<file path="src/rtl/pipelined_ripple_addsub.sv">
// Pipelined WIDTH-bit ripple-carry adder/subtractor.
// The carry chain is cut into SEG-bit segments, one register stage per
// segment. Operand bits not yet consumed and sum bits already produced
// travel alongside the carry in skew registers. A single global advance
// signal stalls the whole pipeline when the output is held.
module pipelined_ripple_addsub #(
  parameter int unsigned WIDTH = 16,
  parameter int unsigned SEG   = 4
) (
  input  logic             clk,
  input  logic             rst_n,
  input  logic             in_valid,
  output logic             in_ready,
  input  logic [WIDTH-1:0] x,
  input  logic [WIDTH-1:0] y,
  input  logic             cin,
  input  logic             sub,
  output logic             out_valid,
  input  logic             out_ready,
  output logic [WIDTH-1:0] s,
  output logic             cout,
  output logic             ovf
);

  localparam int unsigned STAGES = WIDTH / SEG;

  // Stage registers; index STAGES-1 is the output stage.
  logic             vld   [STAGES];
  logic [WIDTH-1:0] sum_r [STAGES];
  logic [WIDTH-1:0] a_r   [STAGES];
  logic [WIDTH-1:0] b_r   [STAGES];
  logic             c_r   [STAGES];
  logic             ovf_r;

  // Next-state values for each stage.
  logic [WIDTH-1:0] nxt_sum [STAGES];
  logic [WIDTH-1:0] nxt_a   [STAGES];
  logic [WIDTH-1:0] nxt_b   [STAGES];
  logic             nxt_c   [STAGES];
  logic             nxt_ovf;

  // Scratch values for the per-stage ripple.
  logic [WIDTH-1:0] ca;
  logic [WIDTH-1:0] cb;
  logic [WIDTH-1:0] cs;
  logic             cc;
  logic             cm;

  logic adv;

  assign adv       = ~vld[STAGES-1] | out_ready;
  assign in_ready  = adv;
  assign out_valid = vld[STAGES-1];
  assign s         = sum_r[STAGES-1];
  assign cout      = c_r[STAGES-1];
  assign ovf       = ovf_r;

  // Each stage ripples its own SEG-bit slice; stage 0 works on the
  // prepared input operands, later stages on the skew registers.
  always_comb begin
    ca      = '0;
    cb      = '0;
    cs      = '0;
    cc      = 1'b0;
    cm      = 1'b0;
    nxt_ovf = 1'b0;
    for (int unsigned k = 0; k < STAGES; k++) begin
      nxt_sum[k] = '0;
      nxt_a[k]   = '0;
      nxt_b[k]   = '0;
      nxt_c[k]   = 1'b0;
      if (k == 0) begin
        ca = x;
        cb = sub ? ~y : y;
        cc = sub ? 1'b1 : cin;
        cs = '0;
      end else begin
        ca = a_r[k-1];
        cb = b_r[k-1];
        cc = c_r[k-1];
        cs = sum_r[k-1];
      end
      for (int unsigned i = 0; i < SEG; i++) begin
        cm                 = cc;
        cs[k*SEG + i]      = ca[k*SEG + i] ^ cb[k*SEG + i] ^ cc;
        cc                 = (ca[k*SEG + i] & cb[k*SEG + i]) |
                             (cc & (ca[k*SEG + i] ^ cb[k*SEG + i]));
      end
      nxt_sum[k] = cs;
      nxt_a[k]   = ca;
      nxt_b[k]   = cb;
      nxt_c[k]   = cc;
      // cm holds the carry into the MSB once the last slice has rippled
      if (k == STAGES - 1) begin
        nxt_ovf = cm ^ cc;
      end
    end
  end

  // Pipeline advance: all stages move together or all hold.
  always_ff @(posedge clk) begin
    if (!rst_n) begin
      for (int unsigned k = 0; k < STAGES; k++) begin
        vld[k]   <= 1'b0;
        sum_r[k] <= '0;
        a_r[k]   <= '0;
        b_r[k]   <= '0;
        c_r[k]   <= 1'b0;
      end
      ovf_r <= 1'b0;
    end else if (adv) begin
      vld[0] <= in_valid;
      for (int unsigned k = 1; k < STAGES; k++) begin
        vld[k] <= vld[k-1];
      end
      for (int unsigned k = 0; k < STAGES; k++) begin
        sum_r[k] <= nxt_sum[k];
        a_r[k]   <= nxt_a[k];
        b_r[k]   <= nxt_b[k];
        c_r[k]   <= nxt_c[k];
      end
      ovf_r <= nxt_ovf;
    end
  end

endmodule

</file>
<file path="config.mk">
export PLATFORM = sky130hd
export DESIGN_NAME = pipelined_ripple_addsub
export DESIGN_NICKNAME = d
export VERILOG_FILES = /design/src/rtl/pipelined_ripple_addsub.sv
export SDC_FILE = /design/constraint.sdc
export NUM_CORES = 1
export LEC_CHECK = 0
export CORE_MARGIN = 3
export CORE_UTILIZATION = 52
export CTS_BUF_LIST = sky130_fd_sc_hd__clkbuf_4 sky130_fd_sc_hd__clkbuf_8
export CTS_CLUSTER_DIAMETER = 60
export CTS_CLUSTER_SIZE = 8
export DETAILED_ROUTE_END_ITERATION = 8
export PLACE_DENSITY = 0.75
export SETUP_SLACK_MARGIN = 0.05
export SYNTH_ARGS = -nofsm -noshare
export SYNTH_HDL_FRONTEND = slang
export SYNTH_SLANG_ARGS = --single-unit
</file>
<file path="constraint.sdc">
create_clock -name clk -period 5.1 [get_ports clk]
set_input_delay 1.02 -clock clk [delete_from_list [all_inputs] [get_ports clk]]
set_output_delay 1.02 -clock clk [all_outputs]
set_load 0.005 [all_outputs]
</file>
---- Yosys cells after proc, flatten, opt, wreduce, memory -nomap -nowiden ----
Memories as Yosys holds them, arrays and structs flattened.
Cells that the tools add are included.
word-level totals
  logic and storage cells ................. 136
  memory bits (read-only) ................. 0
  bits in writable memories ............... 200
  output and inout port bits .............. 20
  memories kept ........................... 5
  bits in latches ......................... 0
  input port bits ......................... 38
  register bits ........................... 1
cells by class
  muxes and demuxes ....................... 26
  multipliers ............................. 0
  reduce and logical (&&, ||, !) cells .... 0
  bitwise gates (word level) .............. 104
  add/sub/neg operators ................... 0
  order comparisons ....................... 0
  div/mod/pow operators ................... 0
  equal/unequal tests ..................... 0
  shift-type cells ........................ 0
memories
  memory  words  width  read ports  clocked after Yosys merged registers in  write ports  line  source
  a_r     4      16     3           0                                        4            30    logic [WIDTH-1:0] a_r [STAGES];
  b_r     4      16     3           0                                        4            31    logic [WIDTH-1:0] b_r [STAGES];
  sum_r   4      16     4           0                                        4            29    logic [WIDTH-1:0] sum_r [STAGES];
  c_r     4      1      4           0                                        4            32    logic c_r [STAGES];
  vld     4      1      4           0                                        4            28    logic vld [STAGES];
operator list
  cell               count
  16-bit 2-to-1 mux  13
  1-bit bitwise OR   37
  1-bit XOR          33
  1-bit bitwise AND  32
  16-bit NOT         1
  1-bit 2-to-1 mux   13
  1-bit NOT          1

---- Depth between registers and ports, before layout ----
Gate-level depths: netlist of run 1.
  depth after elaboration ................. 12
  mapped depth ............................ 9
  mapped depth without buffers ............ 8

---- Worst setup path after synthesis of run 1 ----
No wires, ideal clock.
  kind .................................... input-to-reg
  start point ............................. in rst_n
  end point ............................... mem a_r[0][10], enable pin
  setup slack ............................. 0.684 ns
  library setup time ...................... 1.106 ns
  buffers on the path ..................... 1
  required time ........................... 3.994 ns
  cell stages on the path ................. 2
  data arrival time ....................... 3.310 ns
  cell sequence ........................... clkbuf_1 nand3b_1
RTL lines
  item         line  source
  from (decl)  11    input logic rst_n,
  to (decl)    30

---- Worst setup path in the final report of run 1 ----
  start point ............................. in out_ready
  end point ............................... out in_ready
on the way
  word-level cells in the longest chain between the ends .. 1
ends and longest elaborated chain
  item              line  source
  from (decl)       19    input logic out_ready,
  1-bit bitwise OR  51    assign adv = ~vld[STAGES-1] | out_ready;
  to (decl)         13    output logic in_ready,
No other way between the ends.

==> flow_summary.json, run 1 <==
{
  "clkLatencyLatePin_ns": 0.35,
  "cts-root-buf": "clkbuf_8",
  "period_minus_slack_ns": 3.70,
  "ys.warnings.count": 0,
  "setup_viol": 0,
  "postCtsSetupBuffers": 0,
  "cts_buffers": 9,
  "ys_seq_elements": 97,
  "cts_buffer_depth": 2,
  "crit_path_end": "in_ready",
  "grt_overflow": 0,
  "end_kind": "output port",
  "cts_tree": "built",
  "die_y_um": 96.0,
  "path_max_fanout": 78,
  "grt_pass1_wl_um": 9000,
  "combPwrFrac_pct": 8.6,
  "dpl.hpwl_um": 3350,
  "multiInputGateArea_um2": 1090,
  "htreeDepth": 3,
  "grt_usage_pct": 13.0,
  "p_int_uw": 1240,
  "grt_max_degree": 94,
  "clock_skew_ns": 0.0116,
  "portBuffers": 57,
  "seqCellArea_um2": 2870,
  "max_freq_mhz": 270,
  "cp_top_family": "buffers and inverters",
  "finalSetupTns_ns": 0,
  "rsz0062_at_grt": "no",
  "instances_no_fill": 435,
  "fp.dieW_um": 96.0,
  "avgSynthCellArea_um2": 15.2,
  "antenna_found_initial": 0,
  "p_sw_share_pct": 20.9,
  "post-route-period-util_pct": 72.6,
  "via_per_inst": 4.93,
  "syn_area_um2": 4210,
  "drv_cap": 0,
  "p_per_area_nw_per_um2": 316,
  "numClockSinks": 97,
  "peakVddDrop_v": 0.000198,
  "crit_type": "in -> out",
  "initial_utilization_pct": 54.0,
  "syn_nets": 331,
  "synthCells": 277,
  "finalNetCount": 382,
  "worstMarginPinSlew_ns": 1.11,
  "hold_viol": 0,
  "max_stage_delay_ns": 0.63,
  "crit_chain": "clkdlybuf4s50_1, nand2b_4, clkdlybuf4s50_1",
  "whs_ns": 0.524,
  "drtAntennaViolNets": 0,
  "vias": 2143,
  "path_buf_inv": 2,
  "post_drt_wl_per_cell_um": 13.1,
  "r2r_start": "a_r[0][44]$_SDFFCE_PN0P_",
  "hp-start": "ovf$_SDFFE_PN0N_",
  "rows": 32,
  "die_area_um2": 9220,
  "syn2layout_area_growth_pct": 17.8,
  "clkTransAtPathRegs_ns": 0.09,
  "start_kind": "input port",
  "nFillCells": 615,
  "layout_commonest_cell": "edfxtp_1",
  "drive_above_1_share_pct": 6.61,
  "rr_worst_depth": 7,
  "drc": 0,
  "routed_wl_um": 5680,
  "slowest_stage": "clkdlybuf4s50_1",
  "num_antenna_cells": 0,
  "ctsResizeCount": 0,
  "drv_slew": 0,
  "ioPinCount": 58,
  "path_common_cell": "clkdlybuf4s50_1",
  "min_path_type": "reg -> reg",
  "p_switching_uw": 328,
  "crit_arrival_ns": 2.68,
  "mostFrequentLayoutCells": "edfxtp_1, and3_1, clkdlybuf4s50_1",
  "reg2reg_to": "sum_r[0][63]$_SDFFCE_PN0P_",
  "synth.distinct_cells": 19,
  "p_leak_uw": 0.00220,
  "crit_start": "out_ready",
  "first_iter_violations": 112,
  "relSlewSlack_pct": 26.3,
  "power_frac_seq_pct": 60.2,
  "core_area_um2": 7810,
  "run_status": "finished, final reports clean",
  "rrSetupSlack_ns": 2.69,
  "required_ns": 4.08,
  "grt_pass1_vias": 2056,
  "synth_seq_area_share_pct": 68.2,
  "path_depth": 3,
  "gp_congestion": 0.710,
  "p_clk_share_pct": 31.2,
  "dp.cells": 419,
  "dr.pass1.iters": 4,
  "cts_hold_buf": 0
}
-- through the flow --
step	setup slack, ns	total power, uW	util, %	instance area (um2)
after global routing	1.30	1630	63.6	4960
after global placement	1.27	1090	61.0	4760
after floorplan	0.684	1040	-	4210
after detailed placement	1.19	1100	61.0	4760
final	1.40	1570	63.6	4960
after CTS	1.39	1580	63.6	4960
-- registers in the layout, indices dropped and copies added (netlist names) --
register / flops
vld: 4
c_r: 4
ovf: 1
sum_r: 40
b_r: 24
a_r: 24
-- power by group through the flow --
stage	Clock, uW	Sequential, uW	Combinational, uW
6_report	488	944	135
5_1_grt	527	949	152
4_1_cts	501	944	137
3_5_place_dp	0	962	135
3_3_place_gp	0	960	129
2_1_floorplan	0	959	79.8
-- kinds of logic (layout without fill, tap and decap cells) --
family | after synthesis | after routing | share of synthesized area [%]
DFF | 97 | 97 | 68.2
buffers and inverters | 42 | 98 | 5.91
xor gates and xnor gates | 17 | 17 | 3.53
and+or+nand+nor | 100 | 100 | 13.8
adders and majority gates | 16 | 16 | 7.60
AOI/OAI and AO/OA | 2 | 2 | 0.237
muxes | 3 | 3 | 0.713
-- tightest hold or removal path, delay by kind of cell (launching register included) --
kind	cells	cell delay [ns]
flops	1	0.32
compound gates	2	0.17
-- worst min path at each step --
stage,end,slack [ns],cells after the start
2_1_floorplan,vld[2]$_DFF_P_,0.47,2
3_3_place_gp,vld[2]$_DFF_P_,0.50,2
3_5_place_dp,vld[2]$_DFF_P_,0.51,2
4_1_cts,ovf$_SDFFE_PN0N_,0.53,2
5_1_grt,vld[2]$_DFF_P_,0.55,2
6_report,ovf$_SDFFE_PN0N_,0.52,2
-- synth_stat cells --
cell type / count / area (um2)
a21oi_1: 1 / 5.00
mux2i_1: 3 / 30.0
inv_1: 22 / 82.6
nand2b_4: 1 / 13.8
and3_1: 71 / 444
fa_1: 16 / 320
edfxtp_1: 93 / 2790
nand3b_1: 1 / 7.51
dfxtp_1: 4 / 80.1
buf_4: 2 / 15.0
xnor2_1: 16 / 140
nor2b_1: 3 / 18.8
buf_12: 1 / 20.0
nor2_1: 23 / 86.3
nand2_4: 1 / 11.3
clkbuf_1: 8 / 30.0
xor2_1: 1 / 8.76
buf_6: 9 / 101
o21ai_1: 1 / 5.00
-- per-layer routing --
layer  vias up  global-route usage (%)  part of all wire, %
met2        58                    22.2                   50
met3        13                    2.89                  4.4
met5         -                       0                    0
met4         0                    7.70                  2.2
li1       1073                       -                    -
met1       999                    15.1                   43
-- cell type report --
class	count	area share (%)
flip-flops and latches	97	57.9
multi-input cells	138	22.0
repair buffers	60	11.8
well taps	102	2.57
clock buffers	9	2.50
inverters	22	1.66
clock inverters	7	1.56
No activity file was read; power rests on OpenSTA's default activity.
==> run 2, diff against run 1 <==
--- a/config.mk
+++ b/config.mk
@@ -6,12 +6,12 @@
 export NUM_CORES = 1
 export LEC_CHECK = 0
 export CORE_MARGIN = 3
-export CORE_UTILIZATION = 52
+export CORE_UTILIZATION = 51
 export CTS_BUF_LIST = sky130_fd_sc_hd__clkbuf_4 sky130_fd_sc_hd__clkbuf_8
 export CTS_CLUSTER_DIAMETER = 60
 export CTS_CLUSTER_SIZE = 8
 export DETAILED_ROUTE_END_ITERATION = 8
-export PLACE_DENSITY = 0.75
+export PLACE_DENSITY = 0.77
 export SETUP_SLACK_MARGIN = 0.05
 export SYNTH_ARGS = -nofsm -noshare
 export SYNTH_HDL_FRONTEND = slang
==> constraint.sdc (replaced) <==
create_clock -name clk -period 3.2 [get_ports clk]
set_input_delay 0.64 -clock clk [delete_from_list [all_inputs] [get_ports clk]]
set_output_delay 0.64 -clock clk [all_outputs]
set_load 0.005 [all_outputs]
==> run 2 against run 1 <==
Effect of this change:
- first-iteration DRC count grew 94%
- critical path type is now in -> reg
- final area grew 0.38%
- power grew 56%
- largest power group unchanged
- largest cell class unchanged
- global-route usage shrank 0.32 points
==> flow_summary.json, run 2 (synthesis results as in run 1) <==
{
  "hold_viol": 0,
  "finalNetCount": 385,
  "min_path_type": "reg -> reg",
  "max_freq_mhz": 331,
  "via_per_inst": 4.88,
  "die_area_um2": 9390,
  "grt_pass1_wl_um": 9580,
  "power_frac_seq_pct": 61.5,
  "drtAntennaViolNets": 0,
  "first_iter_violations": 217,
  "run_status": "finished, final reports clean",
  "p_clk_share_pct": 29.8,
  "drc": 0,
  "p_per_area_nw_per_um2": 491,
  "cts_buffers": 9,
  "rsz0062_at_grt": "no",
  "required_ns": 3.32,
  "start_kind": "input port",
  "p_leak_uw": 0.00221,
  "core_area_um2": 7890,
  "ioPinCount": 58,
  "layout_commonest_cell": "edfxtp_1",
  "num_antenna_cells": 0,
  "routed_wl_um": 5590,
  "drv_cap": 0,
  "finalPower_uw": 2450,
  "nFillCells": 595,
  "drive_above_1_share_pct": 7.44,
  "post_drt_wl_per_cell_um": 12.8,
  "combPwrFrac_pct": 8.7,
  "die_y_um": 96.9,
  "gp_congestion": 0.714,
  "fp.dieW_um": 96.9,
  "cts_buffer_depth": 2,
  "clkTransAtPathRegs_ns": 0.09,
  "setup_ws_ns": 0.182,
  "post-route-period-util_pct": 94.3,
  "postCtsSetupBuffers": 0,
  "htreeDepth": 3,
  "worstMarginPinSlew_ns": 0.646,
  "largest_reg_flops": 40,
  "cts_hold_buf": 0,
  "p_sw_share_pct": 22.1,
  "relSlewSlack_pct": 56.9,
  "path_max_fanout": 4,
  "reg_top3": "sum_r (40), a_r (24), b_r (24)",
  "crit_type": "in -> reg",
  "setup_viol": 0,
  "p_switching_uw": 541,
  "cts-root-buf": "clkbuf_8",
  "grt_usage_pct": 12.7,
  "initial_utilization_pct": 53.4,
  "regMostFlops": "sum_r",
  "antenna_found_initial": 0,
  "grt_pass1_vias": 2132,
  "clock_skew_ns": 0.00897,
  "vias": 2138,
  "clkLatencyLatePin_ns": 0.36,
  "p_int_uw": 1900,
  "dr.pass1.iters": 4,
  "ctsResizeCount": 0,
  "portBuffers": 57,
  "drv_slew": 0,
  "period_minus_slack_ns": 3.02,
  "grt_overflow": 0,
  "syn2layout_area_growth_pct": 18.3,
  "cts_tree": "built",
  "rows": 32,
  "numClockSinks": 97,
  "end_kind": "flop",
  "grt_max_degree": 78,
  "crit_arrival_ns": 3.14,
  "dp_slack_ns": -0.193,
  "peakVddDrop_v": 0.000207,
  "dpl.hpwl_um": 3300,
  "mostFrequentLayoutCells": "edfxtp_1, and3_1, clkdlybuf4s50_1"
}
-- run 2: critical path, cell delays in order --
cell	delay, ns
clkdlybuf4s50_1	0.54
xnor2_1	0.12
fa_1	0.42
fa_1	0.40
fa_1	0.37
inv_1	0.08
fa_1	0.40
and3_1	0.17
-- run 2: area by class of cell --
class                   instances  area (um2)  area share [%]
flip-flops and latches         97        2870            57.7
multi-input cells             138        1090            21.9
repair buffers                 63         623            12.5
well taps                     102         128            2.56
clock buffers                   9         124            2.49
inverters                      22        82.6            1.66
clock inverters                 7        61.3            1.23
-- run 2: final timing paths --
kind / startpoint / to / slack [ns] / depth (start not counted)
hold / removal: ovf$_SDFFE_PN0N_ / ovf$_SDFFE_PN0N_ / 0.52 / 2
hold reg to reg: ovf$_SDFFE_PN0N_ / ovf$_SDFFE_PN0N_ / 0.52 / 2
setup / recovery: sub / sum_r[0][3]$_SDFFCE_PN0P_ / 0.18 / 8
setup reg to reg: a_r[0][44]$_SDFFCE_PN0P_ / sum_r[0][63]$_SDFFCE_PN0P_ / 0.79 / 7
-- run 2: power groups by stage --
| stage | clock [uW] | combinational [uW] | sequential [uW] |
|---|---|---|---|
| floorplan | 0 | 128 | 1530 |
| global placement | 0 | 208 | 1530 |
| detailed placement | 0 | 215 | 1530 |
| CTS | 752 | 216 | 1500 |
| global route | 804 | 241 | 1510 |
| finish | 729 | 212 | 1500 |
-- run 2: per-layer routing --
layer,vias to the layer above,track usage [%],wire length (um)
met4,0,5.83,98
met2,60,20.8,2690
li1,1078,-,-
met1,994,15.6,2500
met3,6,3.82,302
met5,-,0,0
-- run 2: per-stage QoR --
step	cells	utilization, %	TNS, ns	hold slack (ns)	instance area, um2
final	438	63.2	0	0.522	4980
after global routing	438	63.2	0	0.555	4980
after CTS	438	63.2	0	0.527	4980
after detailed placement	422	60.8	-0.193	0.506	4800
after global placement	422	60.8	-0.132	0.492	4800
after floorplan	277	-	-66.51	0.474	4220
==> run 3, diff against run 2 <==
--- a/config.mk
+++ b/config.mk
@@ -6,12 +6,12 @@
 export NUM_CORES = 1
 export LEC_CHECK = 0
 export CORE_MARGIN = 3
-export CORE_UTILIZATION = 51
+export CORE_UTILIZATION = 52
 export CTS_BUF_LIST = sky130_fd_sc_hd__clkbuf_4 sky130_fd_sc_hd__clkbuf_8
 export CTS_CLUSTER_DIAMETER = 60
 export CTS_CLUSTER_SIZE = 8
 export DETAILED_ROUTE_END_ITERATION = 8
-export PLACE_DENSITY = 0.77
+export PLACE_DENSITY = 0.75
 export SETUP_SLACK_MARGIN = 0.05
 export SYNTH_ARGS = -nofsm -noshare
 export SYNTH_HDL_FRONTEND = slang
==> constraint.sdc (replaced) <==
create_clock -name clk -period 3.4 [get_ports clk]
set_input_delay 0.68 -clock clk [delete_from_list [all_inputs] [get_ports clk]]
set_output_delay 0.68 -clock clk [all_outputs]
set_load 0.005 [all_outputs]
==> run 3 against run 2 <==
Effect of this change:
- critical path depth stayed put
- critical endpoint unchanged
- global-route usage is 0.084 points lower
- sequential power is 6% lower
- die area is 1.8% lower
- largest power group unchanged
- largest cell class unchanged
==> flow_summary.json, run 3 (synthesis results as in run 1) <==
{
  "core_area_um2": 7810,
  "crit_type": "in -> reg",
  "cts_hold_buf": 0,
  "drv_slew": 0,
  "cts_buffer_depth": 2,
  "path_max_fanout": 4,
  "clock_skew_ns": 0.0116,
  "largest_reg_flops": 40,
  "hold_viol": 0,
  "drive_above_1_share_pct": 7.44,
  "vias": 2129,
  "num_antenna_cells": 0,
  "layout_commonest_cell": "edfxtp_1",
  "dp_slack_ns": -0.0254,
  "htreeDepth": 3,
  "grt_pass1_vias": 2069,
  "crit_arrival_ns": 3.15,
  "cts_tree": "built",
  "clkLatencyLatePin_ns": 0.35,
  "drtAntennaViolNets": 0,
  "setup_viol": 0,
  "max_freq_mhz": 328,
  "peakVddDrop_v": 0.000188,
  "relSlewSlack_pct": 57.9,
  "ioPinCount": 58,
  "grt_pass1_wl_um": 8920,
  "reg_top3": "sum_r (40), a_r (24), b_r (24)",
  "mostFrequentLayoutCells": "edfxtp_1, and3_1, clkdlybuf4s50_1",
  "dpl.hpwl_um": 3370,
  "gp_congestion": 0.725,
  "drv_cap": 0,
  "rows": 32,
  "run_status": "finished, final reports clean",
  "setup_ws_ns": 0.351,
  "ctsResizeCount": 0,
  "rsz0062_at_grt": "no",
  "grt_max_degree": 78,
  "cts-root-buf": "clkbuf_8",
  "period_minus_slack_ns": 3.05,
  "postCtsSetupBuffers": 0,
  "drc": 0,
  "p_leak_uw": 0.00221,
  "finalPower_uw": 2290,
  "die_y_um": 96.0,
  "grt_usage_pct": 12.6,
  "numClockSinks": 97,
  "end_kind": "flop",
  "clkTransAtPathRegs_ns": 0.10,
  "antenna_found_initial": 0,
  "worstHoldPathCells": 2,
  "cts_buffers": 9,
  "post_drt_wl_per_cell_um": 12.2,
  "regMostFlops": "sum_r",
  "fin_util_pct": 63.8,
  "dr.pass1.iters": 4,
  "post-route-period-util_pct": 89.7,
  "start_kind": "input port",
  "fp.dieW_um": 96.0,
  "finalNetCount": 385,
  "via_per_inst": 4.86,
  "required_ns": 3.50,
  "first_iter_violations": 147,
  "nFillCells": 583,
  "grt_overflow": 0,
  "min_path_type": "reg -> reg",
  "p_per_area_nw_per_um2": 460,
  "worstMarginPinSlew_ns": 0.631,
  "die_area_um2": 9220,
  "syn2layout_area_growth_pct": 18.3,
  "initial_utilization_pct": 54.0,
  "portBuffers": 57,
  "rr_worst_depth": 7,
  "routed_wl_um": 5350
}
==> run 3: cell types whose count changed in the layout (fill, tap and decap cells not counted), sizes merged <==
cell and change:
inv -2, clkinv +1, clkinvlp +1
==> run 3: power by group <==
group	total (uW)	switching, uW	internal [uW]
Clock	677	399	278
Combinational	198	81.1	117
Sequential	1410	20.8	1390
==> run 3: final cells by class <==
cell class                 count  area [um2]  area share [%]
inverter                      22        82.6            1.66
sequential                    97        2870            57.6
timing repair buffer          63         623            12.5
multi-input combinational    138        1090            21.9
tap                          102         128            2.56
clock inverter                 7        62.6            1.26
clock buffer                   9         124            2.49
==> run 3: path summary, 6_finish.rpt <==
kind,from,endpoint,slack [ns]
worst max-delay path,sub,sum_r[0][3]$_SDFFCE_PN0P_,0.35
worst min-delay path,ovf$_SDFFE_PN0N_,ovf$_SDFFE_PN0N_,0.53
worst max register to register,a_r[0][44]$_SDFFCE_PN0P_,sum_r[0][63]$_SDFFCE_PN0P_,0.99
worst min register to register,ovf$_SDFFE_PN0N_,ovf$_SDFFE_PN0N_,0.53
==> run 3: per-stage QoR <==
| step | cells | area (um2) | setup TNS, ns | hold WS [ns] |
|---|---|---|---|---|
| detailed placement | 422 | 4800 | -0.0254 | 0.507 |
| global route | 438 | 4980 | 0 | 0.559 |
| floorplan | 277 | 4220 | -51.63 | 0.474 |
| CTS | 438 | 4980 | 0 | 0.528 |
| finish | 438 | 4980 | 0 | 0.525 |
| global placement | 422 | 4800 | 0 | 0.494 |
==> run 3: worst max-delay path, cell delays in order <==
cell             delay, ns
clkdlybuf4s50_1       0.54
xnor2_1               0.12
fa_1                  0.41
fa_1                  0.39
fa_1                  0.37
inv_1                 0.07
fa_1                  0.39
and3_1                0.17
==> run 3: metal layers <==
metal	global-route usage, %	part of all wire [%]	vias to the layer above
met1	16.1	45	992
met5	0	0	-
met2	20.7	49	56
li1	-	-	1075
met4	5.69	1.1	0
met3	2.89	5.0	6
